File: config.mk
export PLATFORM = sky130hd
export DESIGN_NAME = alu_seq
export DESIGN_NICKNAME = d
export VERILOG_FILES = /design/src/rtl/alu_seq.sv
export SDC_FILE = /design/constraint.sdc
export NUM_CORES = 1
export LEC_CHECK = 0
export ABC_AREA = 1
export CORE_ASPECT_RATIO = 1.4
export CORE_MARGIN = 2
export CORE_UTILIZATION = 50
export CTS_CLUSTER_SIZE = 12
export DETAILED_ROUTE_END_ITERATION = 12
export DONT_BUFFER_PORTS = 1
export PLACE_DENSITY = 0.74
export SYNTH_ARGS = -nofsm -noshare
export SYNTH_HDL_FRONTEND = slang
export SYNTH_SLANG_ARGS = --single-unit
File: constraint.sdc
create_clock -name clk -period 8.9 [get_ports clk]
set_clock_uncertainty 0.2 [all_clocks]
set_input_delay 1.78 -clock clk [delete_from_list [all_inputs] [get_ports clk]]
set_output_delay 1.78 -clock clk [all_outputs]
set_load 0.005 [all_outputs]
File: src/rtl/alu_seq.sv
// alu_seq: registered arithmetic unit shared between the operand register
// file and writeback. Single-cycle ops update y/flags one clock after start
// is sampled; MUL iterates shift-add for WIDTH clocks with busy held high.
//
// Ports:
//   clk, rst_n          rising-edge clock, asynchronous active-low reset
//   start               request, sampled only while idle
//   a, b                operands; b[$clog2(WIDTH)-1:0] is the shift amount
//   sel                 opcode
//   y                   registered result (CMP leaves it unchanged)
//   carry/zero/neg/ovf  registered flags
//   busy                high while MUL iterates
//   done                one-cycle pulse whenever y/flags are written
module alu_seq #(
  parameter int WIDTH = 8
) (
  input  logic             clk,
  input  logic             rst_n,
  input  logic             start,
  input  logic [WIDTH-1:0] a,
  input  logic [WIDTH-1:0] b,
  input  logic [3:0]       sel,
  output logic [WIDTH-1:0] y,
  output logic             carry,
  output logic             zero,
  output logic             neg,
  output logic             ovf,
  output logic             busy,
  output logic             done
);

  localparam int SW  = $clog2(WIDTH);
  localparam int MSB = WIDTH - 1;

  localparam logic [3:0] OP_ADD  = 4'b0000;
  localparam logic [3:0] OP_SUB  = 4'b0001;
  localparam logic [3:0] OP_AND  = 4'b0010;
  localparam logic [3:0] OP_OR   = 4'b0011;
  localparam logic [3:0] OP_XOR  = 4'b0100;
  localparam logic [3:0] OP_NOT  = 4'b0101;
  localparam logic [3:0] OP_INC  = 4'b0110;
  localparam logic [3:0] OP_DEC  = 4'b0111;
  localparam logic [3:0] OP_SHL  = 4'b1000;
  localparam logic [3:0] OP_SHR  = 4'b1001;
  localparam logic [3:0] OP_SAR  = 4'b1010;
  localparam logic [3:0] OP_ROL  = 4'b1011;
  localparam logic [3:0] OP_MUL  = 4'b1100;
  localparam logic [3:0] OP_ADC  = 4'b1101;
  localparam logic [3:0] OP_CMP  = 4'b1110;
  localparam logic [3:0] OP_PASS = 4'b1111;

  typedef enum logic {
    S_IDLE,
    S_MUL
  } state_t;

  state_t             state_q;
  logic [WIDTH-1:0]   y_q;
  logic               carry_q, zero_q, neg_q, ovf_q, busy_q, done_q;
  logic [WIDTH-1:0]   aLat_q, bLat_q;
  logic [2*WIDTH-1:0] acc_q;
  logic [SW-1:0]      count_q;

  logic [WIDTH-1:0]   res_d;
  logic               carry_d, ovf_d;
  logic [WIDTH:0]     ext;
  logic [WIDTH:0]     shw;
  logic [SW-1:0]      sh;
  logic [2*WIDTH-1:0] term, acc_d;

  assign sh = b[SW-1:0];

  // Single-cycle datapath. Shifts are done one bit wider than the operand so
  // the last bit shifted out lands in the extra bit; with sh==0 that bit is
  // the padding zero, giving carry=0 for free.
  always_comb begin
    res_d   = '0;
    carry_d = 1'b0;
    ovf_d   = 1'b0;
    ext     = '0;
    shw     = '0;
    case (sel)
      OP_ADD: begin
        ext     = {1'b0, a} + {1'b0, b};
        res_d   = ext[MSB:0];
        carry_d = ext[WIDTH];
        ovf_d   = (a[MSB] == b[MSB]) && (ext[MSB] != a[MSB]);
      end
      OP_ADC: begin
        ext     = {1'b0, a} + {1'b0, b} + {{WIDTH{1'b0}}, carry_q};
        res_d   = ext[MSB:0];
        carry_d = ext[WIDTH];
        ovf_d   = (a[MSB] == b[MSB]) && (ext[MSB] != a[MSB]);
      end
      OP_SUB, OP_CMP: begin
        ext     = {1'b0, a} - {1'b0, b};
        res_d   = ext[MSB:0];
        carry_d = ext[WIDTH];
        ovf_d   = (a[MSB] != b[MSB]) && (ext[MSB] != a[MSB]);
      end
      OP_INC: begin
        ext     = {1'b0, a} + (WIDTH+1)'(1);
        res_d   = ext[MSB:0];
        carry_d = ext[WIDTH];
        ovf_d   = !a[MSB] && ext[MSB];
      end
      OP_DEC: begin
        ext     = {1'b0, a} - (WIDTH+1)'(1);
        res_d   = ext[MSB:0];
        carry_d = ext[WIDTH];
        ovf_d   = a[MSB] && !ext[MSB];
      end
      OP_AND:  res_d = a & b;
      OP_OR:   res_d = a | b;
      OP_XOR:  res_d = a ^ b;
      OP_NOT:  res_d = ~a;
      OP_PASS: res_d = b;
      OP_SHL: begin
        shw     = {1'b0, a} << sh;
        res_d   = shw[MSB:0];
        carry_d = shw[WIDTH];
      end
      OP_SHR: begin
        shw     = {a, 1'b0} >> sh;
        res_d   = shw[WIDTH:1];
        carry_d = shw[0];
      end
      OP_SAR: begin
        shw     = $unsigned($signed({a, 1'b0}) >>> sh);
        res_d   = shw[WIDTH:1];
        carry_d = shw[0];
      end
      OP_ROL:  res_d = (a << sh) | (a >> (WIDTH - int'(sh)));
      default: res_d = '0;
    endcase
  end

  // One shift-add step: add the latched multiplicand shifted by the current
  // bit position when that multiplier bit is set.
  always_comb begin
    term  = bLat_q[count_q] ? ({{WIDTH{1'b0}}, aLat_q} << count_q) : '0;
    acc_d = acc_q + term;
  end

  // Control FSM with all outputs registered. done defaults low so it only
  // pulses on the cycle after a write to y/flags.
  always_ff @(posedge clk or negedge rst_n) begin
    if (!rst_n) begin
      state_q <= S_IDLE;
      y_q     <= '0;
      carry_q <= 1'b0;
      zero_q  <= 1'b0;
      neg_q   <= 1'b0;
      ovf_q   <= 1'b0;
      busy_q  <= 1'b0;
      done_q  <= 1'b0;
      aLat_q  <= '0;
      bLat_q  <= '0;
      acc_q   <= '0;
      count_q <= '0;
    end else begin
      done_q <= 1'b0;
      case (state_q)
        S_IDLE: begin
          if (start) begin
            if (sel == OP_MUL) begin
              aLat_q  <= a;
              bLat_q  <= b;
              acc_q   <= '0;
              count_q <= '0;
              busy_q  <= 1'b1;
              state_q <= S_MUL;
            end else begin
              if (sel != OP_CMP) begin
                y_q <= res_d;
              end
              carry_q <= carry_d;
              zero_q  <= (res_d == '0);
              neg_q   <= res_d[MSB];
              ovf_q   <= ovf_d;
              done_q  <= 1'b1;
            end
          end
        end
        S_MUL: begin
          acc_q   <= acc_d;
          count_q <= count_q + SW'(1);
          if (count_q == SW'(WIDTH - 1)) begin
            y_q     <= acc_d[MSB:0];
            carry_q <= |acc_d[2*WIDTH-1:WIDTH];
            zero_q  <= (acc_d[MSB:0] == '0);
            neg_q   <= acc_d[MSB];
            ovf_q   <= 1'b0;
            done_q  <= 1'b1;
            busy_q  <= 1'b0;
            state_q <= S_IDLE;
          end
        end
        default: state_q <= S_IDLE;
      endcase
    end
  end

  assign y     = y_q;
  assign carry = carry_q;
  assign zero  = zero_q;
  assign neg   = neg_q;
  assign ovf   = ovf_q;
  assign busy  = busy_q;
  assign done  = done_q;

endmodule

==> parameters.txt <==
Parameter                              Value

Outcome
  Result of the run    finished clean

Logic synthesis
  Summed instance area of the synthesized netlist    6190 um2
  Yosys synthesis warning count    0
  Flip-flop and latch count after synthesis    50
  Average cell area after synthesis    5.774 um2
  Net count after synthesis    1148
  Top FF cell, synth    sky130_fd_sc_hd__dfrtp_1
  Async set or reset register ratio after synthesis    100.0%
  Unique masters post-synth    39
  Gate count of the mapped netlist    1072
  Number of synthesized flops with an enable pin    0
  Seq/Total Area, Yosys    20.21%

Timing
  Transition time at the pin with the least slew margin    0.9910 ns
  Achievable Freq    0.2461 GHz
  Final-report max-slew violation count    0
  Worst relative slew slack    33.77%
  Count of final setup violators    0
  Ratio of final minimum period to clock period    45.66%
  Final hold viol count    0
  Setup repair after global routing missed its margin    no
  Clock period minus worst slack    4.064 ns
  Setup tns final    0 ns

Place
  Total placed cells including tap cells    1194
  HPWL Detailed    17750 um
  Placer's final routability congestion estimate    1.118
  IO Port Bufs    0

Clock tree
  Later-pin clock latency in the skew report    0.30 ns
  Resize count post-CTS    0
  Clock H-tree levels    2
  Clock tree root buffer cell    sky130_fd_sc_hd__clkbuf_16
  TritonCTS clock tree    done
  Number of buffers added by the clock tree synthesis step    5
  Sink count of the clock tree    50
  Post-CTS setup buffers    0
  Clock-pin slew on the worst setup and hold paths    0.07 ns
  Count of hold-fix buffers inserted at cts    0
  Worst-case clock buffer depth    2

Detailed routing
  DRC viols    0
  Final routed wirelength across all metal layers    22070 um
  Final routed wire length divided by cell count    18.36 um
  Detailed-route vias per instance    5.754
  Detailed router's first-iteration violation count    538
  Overall via count from detail_route    6916
  Number of routed nets with antenna violations    0
  Number of detailed-route iterations in the first pass    6

Layout
  Fraction of layout instances using a drive strength above 1    3.042%
  Filler-free cell count of the finished design    1202
  Synth-to-layout area growth    2.971%
  Total of fill cells in the finished design    1324
  Net total in the final layout    1127
  Antenna diode instance count    0

Setup path
  Worst setup path class    in2reg
  Highest net fanout along the worst path    18
  Required time worst endpoint    8.87 ns
  Data arrival, critical path    4.03 ns
  Nature of the critical path endpoint    register
  Startpoint kind of the worst setup timing path    primary input

Floorplan
  Standard cell core area    12190 um2
  Number of top-level pins    37
  DIE HEIGHT    135.7 um
  Die area    13300 um2
  Number of cell rows    48
  Starting Density    50.77%
  Die Width    98.04 um

Global routing
  Number of antenna violations at the first check in global routing    0
  Total GRT Usage    33.66%
  Wire length of the first global-routing pass    34620 um
  Vias in the first global route    6532
  Maximum number of pins on one net before global-route repair    51
  Total congestion overflow    0

Run
  Max-cap violations    0

Power and ir drop
  Worst supply voltage drop on vdd    0.1062 mV
  P per Cell Area    207.9 nW/um2
  Reported leakage power    3.495 nW

Min path
  Hold Path Class    reg2reg
[metal layers]
metal  part of all wire (%)  wire length (um)  global-route usage (%)  vias up
li1                       -                 -                       -     3416
met1                     35              7834                   35.70     3065
met2                     49             10770                   59.40      311
met3                    5.3              1163                   3.251      124
met4                     10              2305                   28.78        0
met5                      0                 0                       0        -
[cells in the mapped netlist, types with 3 or more instances]
cell type	n	share of area [%]
sky130_fd_sc_hd__a21oi_1	39	3.2
sky130_fd_sc_hd__a31oi_1	8	0.81
sky130_fd_sc_hd__buf_2	6	0.49
sky130_fd_sc_hd__buf_6	5	0.91
sky130_fd_sc_hd__clkbuf_1	16	0.97
sky130_fd_sc_hd__clkinv_1	4	0.24
sky130_fd_sc_hd__dfrtp_1	50	20
sky130_fd_sc_hd__fa_1	3	0.97
sky130_fd_sc_hd__ha_1	50	10
sky130_fd_sc_hd__inv_1	105	6.4
sky130_fd_sc_hd__inv_2	5	0.30
sky130_fd_sc_hd__nand2_1	381	23
sky130_fd_sc_hd__nand2_2	5	0.51
sky130_fd_sc_hd__nand3_1	108	8.7
sky130_fd_sc_hd__nand3b_1	5	0.61
sky130_fd_sc_hd__nand4_1	17	1.7
sky130_fd_sc_hd__nor2_1	125	7.6
sky130_fd_sc_hd__nor2_2	4	0.40
sky130_fd_sc_hd__nor3_1	12	0.97
sky130_fd_sc_hd__o211ai_1	3	0.36
sky130_fd_sc_hd__o21ai_0	83	6.7
sky130_fd_sc_hd__o22ai_1	4	0.40
sky130_fd_sc_hd__or2_2	6	0.61
sky130_fd_sc_hd__xnor2_1	4	0.57
sky130_fd_sc_hd__xor2_1	7	0.99
[worst max-delay path, cell delays in order]
cell and delay, ns:
sky130_fd_sc_hd__inv_1 0.38, sky130_fd_sc_hd__ha_1 0.46, sky130_fd_sc_hd__nand3_1 0.17, sky130_fd_sc_hd__nand2_1 0.08, sky130_fd_sc_hd__nand2_1 0.08, sky130_fd_sc_hd__nand2_1 0.16, sky130_fd_sc_hd__nor2_1 0.19, sky130_fd_sc_hd__nand2_1 0.10
sky130_fd_sc_hd__nor2_2 0.15, sky130_fd_sc_hd__nor2_1 0.08, sky130_fd_sc_hd__o21ai_0 0.27, sky130_fd_sc_hd__a31oi_1 0.12
[kinds of logic after synthesis]
group,after synthesis,synth area share (%)
and+or+nand+nor,665,44.51
AOI/OAI and AO/OA,147,12.71
buffers and inverters,144,9.602
adders and majority gates,53,11.08
DFF,50,20.21
xor gates and xnor gates,11,1.556
muxes,2,0.3234
[stage by stage]
step / setup slack [ns] / power, mW / area, um2 / hold slack, ns / utilization [%]
after detailed placement: 4.629 / 1.119 / 6226 / 0.2693 / 51.07
after floorplan: 4.910 / 0.9415 / 6190 / 0.2478 / -
final: 4.836 / 1.325 / 6374 / 0.2802 / 52.28
after global placement: 4.650 / 1.113 / 6226 / 0.2653 / 51.07
after CTS: 4.918 / 1.319 / 6374 / 0.2858 / 52.28
after global routing: 4.490 / 1.444 / 6374 / 0.3040 / 52.28
[power by group]
| group | switching, mW | leakage [nW] | internal, mW |
|---|---|---|---|
| logic | 0.463 | 2.79 | 0.236 |
| clock network | 0.0863 | 0.0739 | 0.112 |
| registers | 0.105 | 0.630 | 0.323 |
| total | 0.654 | 3.50 | 0.671 |
[registers in the layout, summed over array words and instances, names as in the netlist]
signal,count
bLat_q,8
done,1
count_q,3
aLat_q,8
y,8
busy,1
carry,1
zero,1
neg,1
acc_q,16
state_q,1
ovf,1
[layout make-up]
type                       count  area, um2  share of cell area [%]
clock buffer                   7      142.6                   2.238
clock inverter                 1      5.005                 0.07852
inverter                     114      427.9                   6.714
multi-input combinational    878       4344                   68.16
sequential                    50       1251                   19.63
tap                          150      187.7                   2.945
timing repair buffer           2      15.01                  0.2356
[path summary, 6_finish.rpt]
kind	start	to	slack, ns	cells after the start
min in group asynchronous	rst_n	bLat_q[7]	0.97	0
setup reg to reg	count_q[0]	carry	5.01	21
max in group asynchronous	rst_n	done	7.42	0
setup / recovery	b[2]	y[6]	4.84	12
hold reg to reg	bLat_q[5]	bLat_q[5]	0.28	2
hold / removal	bLat_q[5]	bLat_q[5]	0.28	2
[layout by cell type, fill, tap and decap left out, drive strengths merged]
| cell type | count |
|---|---|
| a21boi | 1 |
| a21o | 2 |
| a21oi | 39 |
| a22o | 1 |
| a31o | 1 |
| a31oi | 8 |
| buf | 2 |
| clkbuf | 7 |
| clkinv | 5 |
| dfrtp | 50 |
| fa | 3 |
| ha | 50 |
| inv | 110 |
| mux2i | 2 |
| nand2 | 386 |
| nand3 | 108 |
| nand3b | 5 |
| nand4 | 17 |
| nor2 | 130 |
| nor3 | 12 |
| nor4 | 1 |
| o211a | 1 |
| o211ai | 3 |
| o21a | 1 |
| o21ai | 85 |
| o21bai | 1 |
| o22ai | 4 |
| or2 | 6 |
| xnor2 | 4 |
| xor2 | 7 |
No activity file was read; power rests on OpenSTA's default activity.
